<file path="config.mk">
export PLATFORM = sky130hd
export DESIGN_NAME = fetch_unit
export DESIGN_NICKNAME = d
export VERILOG_FILES = /design/src/rtl/fetch_unit_pkg.sv /design/src/rtl/fetch_unit_ifid_latch.sv /design/src/rtl/fetch_unit.sv
export SDC_FILE = /design/constraint.sdc
export NUM_CORES = 1
export LEC_CHECK = 0
export BUFFER_PORTS_ARGS = -buffer_cell sky130_fd_sc_hd__buf_2
export CAP_MARGIN = 10
export CORE_ASPECT_RATIO = 1.4
export CORE_MARGIN = 2
export CORE_UTILIZATION = 54
export DETAILED_ROUTE_END_ITERATION = 8
export GPL_ROUTABILITY_DRIVEN = 0
export HOLD_SLACK_MARGIN = 0.06
export PLACE_DENSITY_LB_ADDON = 0.08
export SLEW_MARGIN = 20
export SYNTH_ARGS = -nofsm -noshare
export SYNTH_HDL_FRONTEND = slang
export SYNTH_HIERARCHICAL = 1
export SYNTH_SLANG_ARGS = --single-unit
</file>
<file path="constraint.sdc">
create_clock -name clk -period 2.5 [get_ports clk]
set_input_delay 0.375 -clock clk [delete_from_list [all_inputs] [get_ports clk]]
set_output_delay 0.375 -clock clk [all_outputs]
set_load 0.01 [all_outputs]
</file>
<file path="src/rtl/fetch_unit_pkg.sv">
// Shared definitions for the fetch unit: word size, default bubble
// encoding, FSM state encoding and small arithmetic helpers.
package fetch_unit_pkg;

    localparam int WORD_SIZE = 16;

    // Instruction word used to fill IF/ID on a flush or bubble.
    localparam logic [WORD_SIZE-1:0] BUBBLE_DEFAULT = 16'hF01C;

    typedef enum logic [0:0] {
        ST_RUN    = 1'b0,
        ST_HALTED = 1'b1
    } fetch_state_e;

    // PC increment, modulo 2^16: 16'hFFFF wraps to 16'h0000 with no flag.
    function automatic logic [WORD_SIZE-1:0] pc_inc(input logic [WORD_SIZE-1:0] pc);
        return pc + 16'd1;
    endfunction

    // Saturating increment used by the fetch counter.
    function automatic logic [WORD_SIZE-1:0] sat_inc(input logic [WORD_SIZE-1:0] val);
        logic [WORD_SIZE-1:0] res_s;
        if (val == 16'hFFFF) begin
            res_s = val;
        end else begin
            res_s = val + 16'd1;
        end
        return res_s;
    endfunction

endpackage

</file>
<file path="src/rtl/fetch_unit_ifid_latch.sv">
// IF/ID pipeline register with hold (stall) and flush (bubble) controls.
// Flush replaces the instruction with the bubble word and clears valid
// while the PC fields keep their previous contents.
module ifid_latch
    import fetch_unit_pkg::*;
#(
    parameter logic [WORD_SIZE-1:0] BUBBLE_INST = BUBBLE_DEFAULT
) (
    input  logic                 clk,
    input  logic                 reset_n,
    input  logic                 hold,
    input  logic                 flush,
    input  logic [WORD_SIZE-1:0] load_inst,
    input  logic [WORD_SIZE-1:0] load_pc,
    input  logic [WORD_SIZE-1:0] load_pcplus1,
    output logic [WORD_SIZE-1:0] ifid_inst,
    output logic [WORD_SIZE-1:0] ifid_pc,
    output logic [WORD_SIZE-1:0] ifid_pcplus1,
    output logic                 ifid_valid
);

    logic [WORD_SIZE-1:0] inst_r;
    logic [WORD_SIZE-1:0] pc_r;
    logic [WORD_SIZE-1:0] pcplus1_r;
    logic                 valid_r;

    // IF/ID storage: flush beats hold, hold beats load.
    always_ff @(posedge clk or negedge reset_n) begin
        if (!reset_n) begin
            inst_r    <= BUBBLE_INST;
            pc_r      <= 16'h0000;
            pcplus1_r <= 16'h0000;
            valid_r   <= 1'b0;
        end else if (flush) begin
            inst_r    <= BUBBLE_INST;
            pc_r      <= pc_r;
            pcplus1_r <= pcplus1_r;
            valid_r   <= 1'b0;
        end else if (hold) begin
            inst_r    <= inst_r;
            pc_r      <= pc_r;
            pcplus1_r <= pcplus1_r;
            valid_r   <= valid_r;
        end else begin
            inst_r    <= load_inst;
            pc_r      <= load_pc;
            pcplus1_r <= load_pcplus1;
            valid_r   <= 1'b1;
        end
    end

    assign ifid_inst    = inst_r;
    assign ifid_pc      = pc_r;
    assign ifid_pcplus1 = pcplus1_r;
    assign ifid_valid   = valid_r;

endmodule

</file>
<file path="src/rtl/fetch_unit.sv">
// Instruction fetch stage: PC register, RUN/HALTED FSM, IF/ID latch
// instance and optional fetch counter.
// Optional feature: define FETCH_COUNT_EN to build the saturating count
// of valid fetches on o_num_inst; otherwise o_num_inst is tied to zero.
module fetch_unit
    import fetch_unit_pkg::*;
#(
    parameter logic [WORD_SIZE-1:0] RESET_PC    = 16'h0000,
    parameter logic [WORD_SIZE-1:0] BUBBLE_INST = BUBBLE_DEFAULT
) (
    input  logic                 clk,
    input  logic                 reset_n,
    output logic [WORD_SIZE-1:0] o_address1,
    input  logic [WORD_SIZE-1:0] i_inst,
    input  logic                 i_stall,
    input  logic                 i_redirect,
    input  logic [WORD_SIZE-1:0] i_target,
    input  logic                 i_halt,
    output logic [WORD_SIZE-1:0] o_ifid_inst,
    output logic [WORD_SIZE-1:0] o_ifid_pc,
    output logic [WORD_SIZE-1:0] o_ifid_pcplus1,
    output logic                 o_ifid_valid,
    output logic                 o_halted,
    output logic [WORD_SIZE-1:0] o_num_inst
);

    fetch_state_e         state_r;
    fetch_state_e         state_nxt_s;
    logic [WORD_SIZE-1:0] pc_r;
    logic [WORD_SIZE-1:0] pc_nxt_s;
    logic [WORD_SIZE-1:0] pc_plus1_s;
    logic                 halted_r;
    logic                 ifid_hold_s;
    logic                 ifid_flush_s;

    assign pc_plus1_s = pc_inc(pc_r);

    // Next-state decode; priority in RUN is halt > redirect > stall > normal.
    always_comb begin
        state_nxt_s  = state_r;
        pc_nxt_s     = pc_r;
        ifid_hold_s  = 1'b0;
        ifid_flush_s = 1'b0;
        case (state_r)
            ST_RUN: begin
                if (i_halt) begin
                    state_nxt_s  = ST_HALTED;
                    ifid_flush_s = 1'b1;
                end else if (i_redirect) begin
                    pc_nxt_s     = i_target;
                    ifid_flush_s = 1'b1;
                end else if (i_stall) begin
                    ifid_hold_s  = 1'b1;
                end else begin
                    pc_nxt_s     = pc_plus1_s;
                end
            end
            ST_HALTED: begin
                ifid_hold_s = 1'b1;
            end
            default: begin
                state_nxt_s = ST_RUN;
                ifid_hold_s = 1'b1;
            end
        endcase
    end

    // FSM, PC and registered halted flag.
    always_ff @(posedge clk or negedge reset_n) begin
        if (!reset_n) begin
            state_r  <= ST_RUN;
            pc_r     <= RESET_PC;
            halted_r <= 1'b0;
        end else begin
            state_r  <= state_nxt_s;
            pc_r     <= pc_nxt_s;
            halted_r <= (state_nxt_s == ST_HALTED);
        end
    end

    assign o_address1 = pc_r;
    assign o_halted   = halted_r;

    ifid_latch #(
        .BUBBLE_INST (BUBBLE_INST)
    ) u_ifid (
        .clk          (clk),
        .reset_n      (reset_n),
        .hold         (ifid_hold_s),
        .flush        (ifid_flush_s),
        .load_inst    (i_inst),
        .load_pc      (pc_r),
        .load_pcplus1 (pc_plus1_s),
        .ifid_inst    (o_ifid_inst),
        .ifid_pc      (o_ifid_pc),
        .ifid_pcplus1 (o_ifid_pcplus1),
        .ifid_valid   (o_ifid_valid)
    );

`ifdef FETCH_COUNT_EN
    logic [WORD_SIZE-1:0] num_inst_r;

    // Count normal loads into IF/ID, saturating at all-ones.
    always_ff @(posedge clk or negedge reset_n) begin
        if (!reset_n) begin
            num_inst_r <= 16'h0000;
        end else if (!ifid_hold_s && !ifid_flush_s) begin
            num_inst_r <= sat_inc(num_inst_r);
        end else begin
            num_inst_r <= num_inst_r;
        end
    end

    assign o_num_inst = num_inst_r;
`else
    assign o_num_inst = 16'h0000;
`endif

endmodule
</file>
**Word level (Yosys, flattened, before mapping)**

Index checks and enable logic that the tools add are counted.

- Bits of input ports: 37
- Logic and storage cells: 30
- Flip-flop bits (word level): 66

- Eq/ne operators: 2
- Reduce and logical (&&, ||, !) cells: 2
- Multiplexer cells: 15
- Bitwise gates (word level): 4
- Add/sub/neg operators: 1

Operator list:

| kind | number |
|---|---|
| 16-bit two-way mux | 4 |
| 16-bit by 1-bit adder with 16-bit output (second input constant) | 1 |
| 1-bit two-way mux | 10 |
| 2-bit by 1-bit != test with 1-bit output (second input constant) | 2 |
| 1-bit NOT | 4 |
| 3-bit AND reduction | 1 |
| 1-bit case mux with 2 select lines | 1 |
| 2-bit AND reduction | 1 |

**Depth between registers and ports, before layout**

- Word-level depth: 6
- Depth in mapped cells: 8
- Mapped depth without buffers: 5

**Cells and area by module**

The synthesis kept the hierarchy.

Modules (own cells, without submodules):

| module | area an instance (µm²) | cells each | instances | sequential area each (µm²) |
|---|---|---|---|---|
| ifid_latch | 1933.1 | 123 | 1 | 1234.9 |
| fetch_unit | 1433.9 | 165 | 1 | 425.4 |

**Worst setup path before layout**

No wires, ideal clock.

- Path kind: input to register
- Start: input port i_redirect
- End: register u_ifid.pc_r[10] (netlist: u_ifid/ifid_pc[10])
- Arrival: 1.800 ns
- Slack: 0.576 ns
- Required time: 2.375 ns
- Stages: 7
- Cell sequence: clkbuf_2 > clkbuf_1 > nor2_1 > a21o_1 > nor2_4 > buf_6 > mux2_2

- Word-level cells in the longest chain between the ends: 5
- Elaborated cells between the ends (all ways): 9

Ends and longest elaborated chain:

| element | line | source |
|---|---|---|
| start, declared | fetch_unit.sv:16 | `input logic i_redirect,` |
| 1-bit two-way mux | fetch_unit.sv:49 | `end else if (i_redirect) begin` |
| 1-bit two-way mux | fetch_unit.sv:46 | `if (i_halt) begin` |
| 1-bit case mux with 2 select lines | fetch_unit.sv:44 | `case (state_r)` |
| named net ifid_hold_s | fetch_unit.sv:33 | `logic ifid_hold_s;` |
| 1-bit NOT (no source line) | n/a |  |
| 2-bit AND reduction (no source line) | n/a |  |
| end signal, assigned | fetch_unit_ifid_latch.sv:36 | `pc_r <= pc_r;` |
| end signal, assigned | fetch_unit_ifid_latch.sv:41 | `pc_r <= pc_r;` |
| end signal, assigned | fetch_unit_ifid_latch.sv:46 | `pc_r <= load_pc;` |
| end, declared | fetch_unit_ifid_latch.sv:23 | `logic [WORD_SIZE-1:0] pc_r;` |

The timed path passes the listed nets, and every way through them passes these cells.
A chain may end at the register's enable or synchronous reset.

**Worst setup path after layout**

- Start: register pc_r[0] (netlist: o_address1[0])
- End: register u_ifid.pcplus1_r[14] (netlist: u_ifid/ifid_pcplus1[14])

- Word-level cells in the longest chain between the ends: 1

Ends and longest elaborated chain:

| element | line | source |
|---|---|---|
| start, declared | fetch_unit.sv:29 | `logic [WORD_SIZE-1:0] pc_r;` |
| start signal, assigned | fetch_unit.sv:76 | `pc_r <= pc_nxt_s;` |
| 16-bit by 1-bit adder with 16-bit output | fetch_unit_pkg.sv:17 | `return pc + 16'd1;` |
| named net pc_plus1_s[14] | fetch_unit.sv:31 | `logic [WORD_SIZE-1:0] pc_plus1_s;` |
| end signal, assigned | fetch_unit_ifid_latch.sv:37 | `pcplus1_r <= pcplus1_r;` |
| end signal, assigned | fetch_unit_ifid_latch.sv:42 | `pcplus1_r <= pcplus1_r;` |
| end signal, assigned | fetch_unit_ifid_latch.sv:47 | `pcplus1_r <= load_pcplus1;` |
| end, declared | fetch_unit_ifid_latch.sv:24 | `logic [WORD_SIZE-1:0] pcplus1_r;` |

The timed path passes the listed nets, and every way through them passes these cells.

==> parameters.txt <==
Parameter                              Value

Floorplanning
  DIE HEIGHT    97.4 um
  Overall die width    70.7 um
  Standard-cell row count    34
  Die ar.    6890 um2
  Count of pins on the block boundary    119
  Total core area    6130 um2
  Initial core utilization    0.550

Setup path
  Arrival @ worst endpoint    2060 ps
  CP endpoint kind    flip-flop
  Maximum fanout along the worst path    7
  WP data required    2720 ps
  Classification of the worst setup path    reg -> reg
  Worst setup SP type    flip-flop

Logic synthesis
  Seq/Total Area, Yosys    0.493
  Library cell occupying the most area in the post-synthesis netlist    dfrtp_1
  Yosys warns    6
  Number of synthesized flops with an enable pin    0
  Cell types occupying the most area after synthesis    dfrtp_1, mux2_2, dfstp_2
  Distinct cell type count after synthesis    51
  Post-synthesis cell area    3370 um2
  Synthesized area divided by synthesized cell count    11.7 um2
  Commonest cells post-synth    dfrtp_1, mux2_2, buf_4
  Leading register cell type out of synthesis    dfrtp_1
  Synth async-reset ratio    1.00
  Top-area cell type share of the netlist area    0.438
  Post-Syn Instances    288
  Cell with the most instances after synthesis    dfrtp_1
  Flip-flop and latch count after synthesis    66

Global route
  Number of global-route vias before repair    2,464
  Wire length of the first global-routing pass    11,900 um
  Remaining global-route overflow    0
  Pin count of the biggest net entering global routing    56
  Aggregate global-route resource usage    0.215
  Initial antenna violation count    0

Finish
  Post-Layout Inst Area    4050 um2
  Post-layout utilization of the core    0.661
  Multi-input logic area    1490 um2
  Antenna diode instance count    0
  Net count, final    428
  Share of final-layout standard cells stronger than drive strength 1    0.446
  Layout-stage area growth over the synthesis result    20.3%
  Register Area    1660 um2
  Fill count    499
  Final cell count without fillers    467

Clocking
  Setup Fix Bufs, Post-CTS    0
  Post-CTS sizing    0
  CTS tree    built
  CTS clock-pin slew for the worst setup and hold paths    70 ps
  H-tree levels    3
  Clock latency at the later pin of the worst-skew pair    340 ps
  Clock Root Buffer    clkbuf_8
  Clock tree sinks    66
  Largest buffer count on any clock path    2
  TritonCTS Buffers    9

Outcome
  Result of the run    complete, no violations

Power
  Sw Share    0.273
  Power per standard cell area    647 nW/um2
  Sequential fraction of design power    0.501
  Net switching power    0.715 mW
  Combinational group share of total power    0.169
  Leakage power    2.11 nW
  Clock network fraction of design power    0.330
  Cell internal power dissipation    1.91 mW
  Total power after layout    2.62 mW
  Peak supply drop    0.491 mV

Timing
  Highest achievable clock rate    544 MHz
  Final clock period utilization by the worst path    0.736
  Worst clock skew    10.1 ps
  Count of final hold-check violations    0
  RSZ-0062 raised after global routing    no
  Final hold slack    277 ps
  Clock period minus final worst setup slack    1840 ps
  Setup TNS    0 ps
  Finish-stage setup viols    0
  Setup slack of the critical path after layout    661 ps
  Final max-slew violation count    0

Drt
  Initial DRT Pass Iterations    4
  Routed wire length    7050 um
  Count of vias placed by the detailed router    2,524
  Number of DRC violations after detailed routing    0
  Via density    5.40
  Iteration-0 DRC Markers    96
  Mean routed wirelength per cell    15.1 um
  Number of routed nets with antenna violations    0

Place
  Post-place setup slack    643 ps
  Count of buffers from port buffering    102
  Post-DP HPWL    5050 um
  Placed Instances    450
  Cell area after placement    3850 um2

Min path
  HP Class    in -> reg

Job
  Max_cap viols    0
[routing by layer]
metal / global-route usage / wire length (um)
met1: 0.284 / 3010
met2: 0.347 / 3500
met3: 0.0488 / 410
met4: 0.0784 / 131
met5: 0 / 0
[critical path: stages (launching register included)]
cell     delay, ps
dfrtp_1        460
ha_1           340
nand4_2        260
nor4_4         280
xor2_1         110
mux2_2         270
[state kept, by name (all words and copies together) (netlist names)]
| name | flops |
|---|---|
| o_address1 | 16 |
| o_halted | 1 |
| u_ifid/ifid_inst | 16 |
| u_ifid/ifid_pc | 16 |
| u_ifid/ifid_pcplus1 | 16 |
| u_ifid/ifid_valid | 1 |
[power by group through the flow]
| stage | clock network, mW | logic [mW] | registers, mW |
|---|---|---|---|
| 3_3_place_gp | 0 | 0.438 | 1.33 |
| 3_5_place_dp | 0 | 0.448 | 1.33 |
| 5_1_grt | 0.927 | 0.487 | 1.33 |
| 6_report | 0.866 | 0.443 | 1.31 |
| 2_1_floorplan | 0 | 0.211 | 1.37 |
| 4_1_cts | 0.883 | 0.450 | 1.31 |
[path summary, 6_finish.rpt]
path | slack [ps] | startpoint | cells past startpoint | end
worst min register to register | 500 | u_ifid/ifid_pcplus1[14]$_DFFE_PN0P_ | 1 | u_ifid/ifid_pcplus1[14]$_DFFE_PN0P_
worst max register to register | 660 | o_address1[0]$_DFFE_PN0P_ | 5 | u_ifid/ifid_pcplus1[14]$_DFFE_PN0P_
worst max-delay path | 660 | o_address1[0]$_DFFE_PN0P_ | 5 | u_ifid/ifid_pcplus1[14]$_DFFE_PN0P_
min in group asynchronous | 460 | reset_n | 2 | u_ifid/ifid_pcplus1[0]$_DFFE_PN0P_
worst min-delay path | 280 | i_inst[9] | 3 | u_ifid/ifid_inst[9]$_DFFE_PN0P_
max in group asynchronous | 1430 | reset_n | 3 | u_ifid/ifid_inst[3]$_DFFE_PN1P_
[cells by family after synthesis]
family | count (synthesis) | share of synthesized area
adders and majority gates | 1 | 0.00372
xor gates and xnor gates | 14 | 0.0364
DFF | 66 | 0.493
AOI/OAI and AO/OA | 46 | 0.0936
and+or+nand+nor | 74 | 0.140
other | 1 | 0.00111
muxes | 46 | 0.151
buffers and inverters | 40 | 0.0806
[layout by cell type, fill, tap and decap left out, drive strengths merged, types with 3 or more instances in the layout]
cell type / n
inv: 6
nor2b: 4
nor4: 7
nand2: 15
xor2: 6
o22ai: 3
dfstp: 7
and2b: 5
nand4: 7
a211o: 7
o21ai: 7
buf: 109
mux2: 32
nand3: 11
a2bb2oi: 3
dfrtp: 59
xnor2: 8
a21oi: 12
clkbuf: 13
mux2i: 14
nor2: 18
conb: 16
[repair_timing]
item / CTS / global route
endpoints found under the hold margin: 10 / 0
setup endpoints to repair: 0 / 0
hold buffers: 1 / 0
[area by class of cell]
type                       count  share of cell area
sequential                    66               0.410
multi-input combinational    197               0.368
timing repair buffer         110               0.148
clock buffer                  13              0.0368
tap                           72              0.0222
clock inverter                 3             0.00988
inverter                       6             0.00556
(Power assumes the default switching activity.)
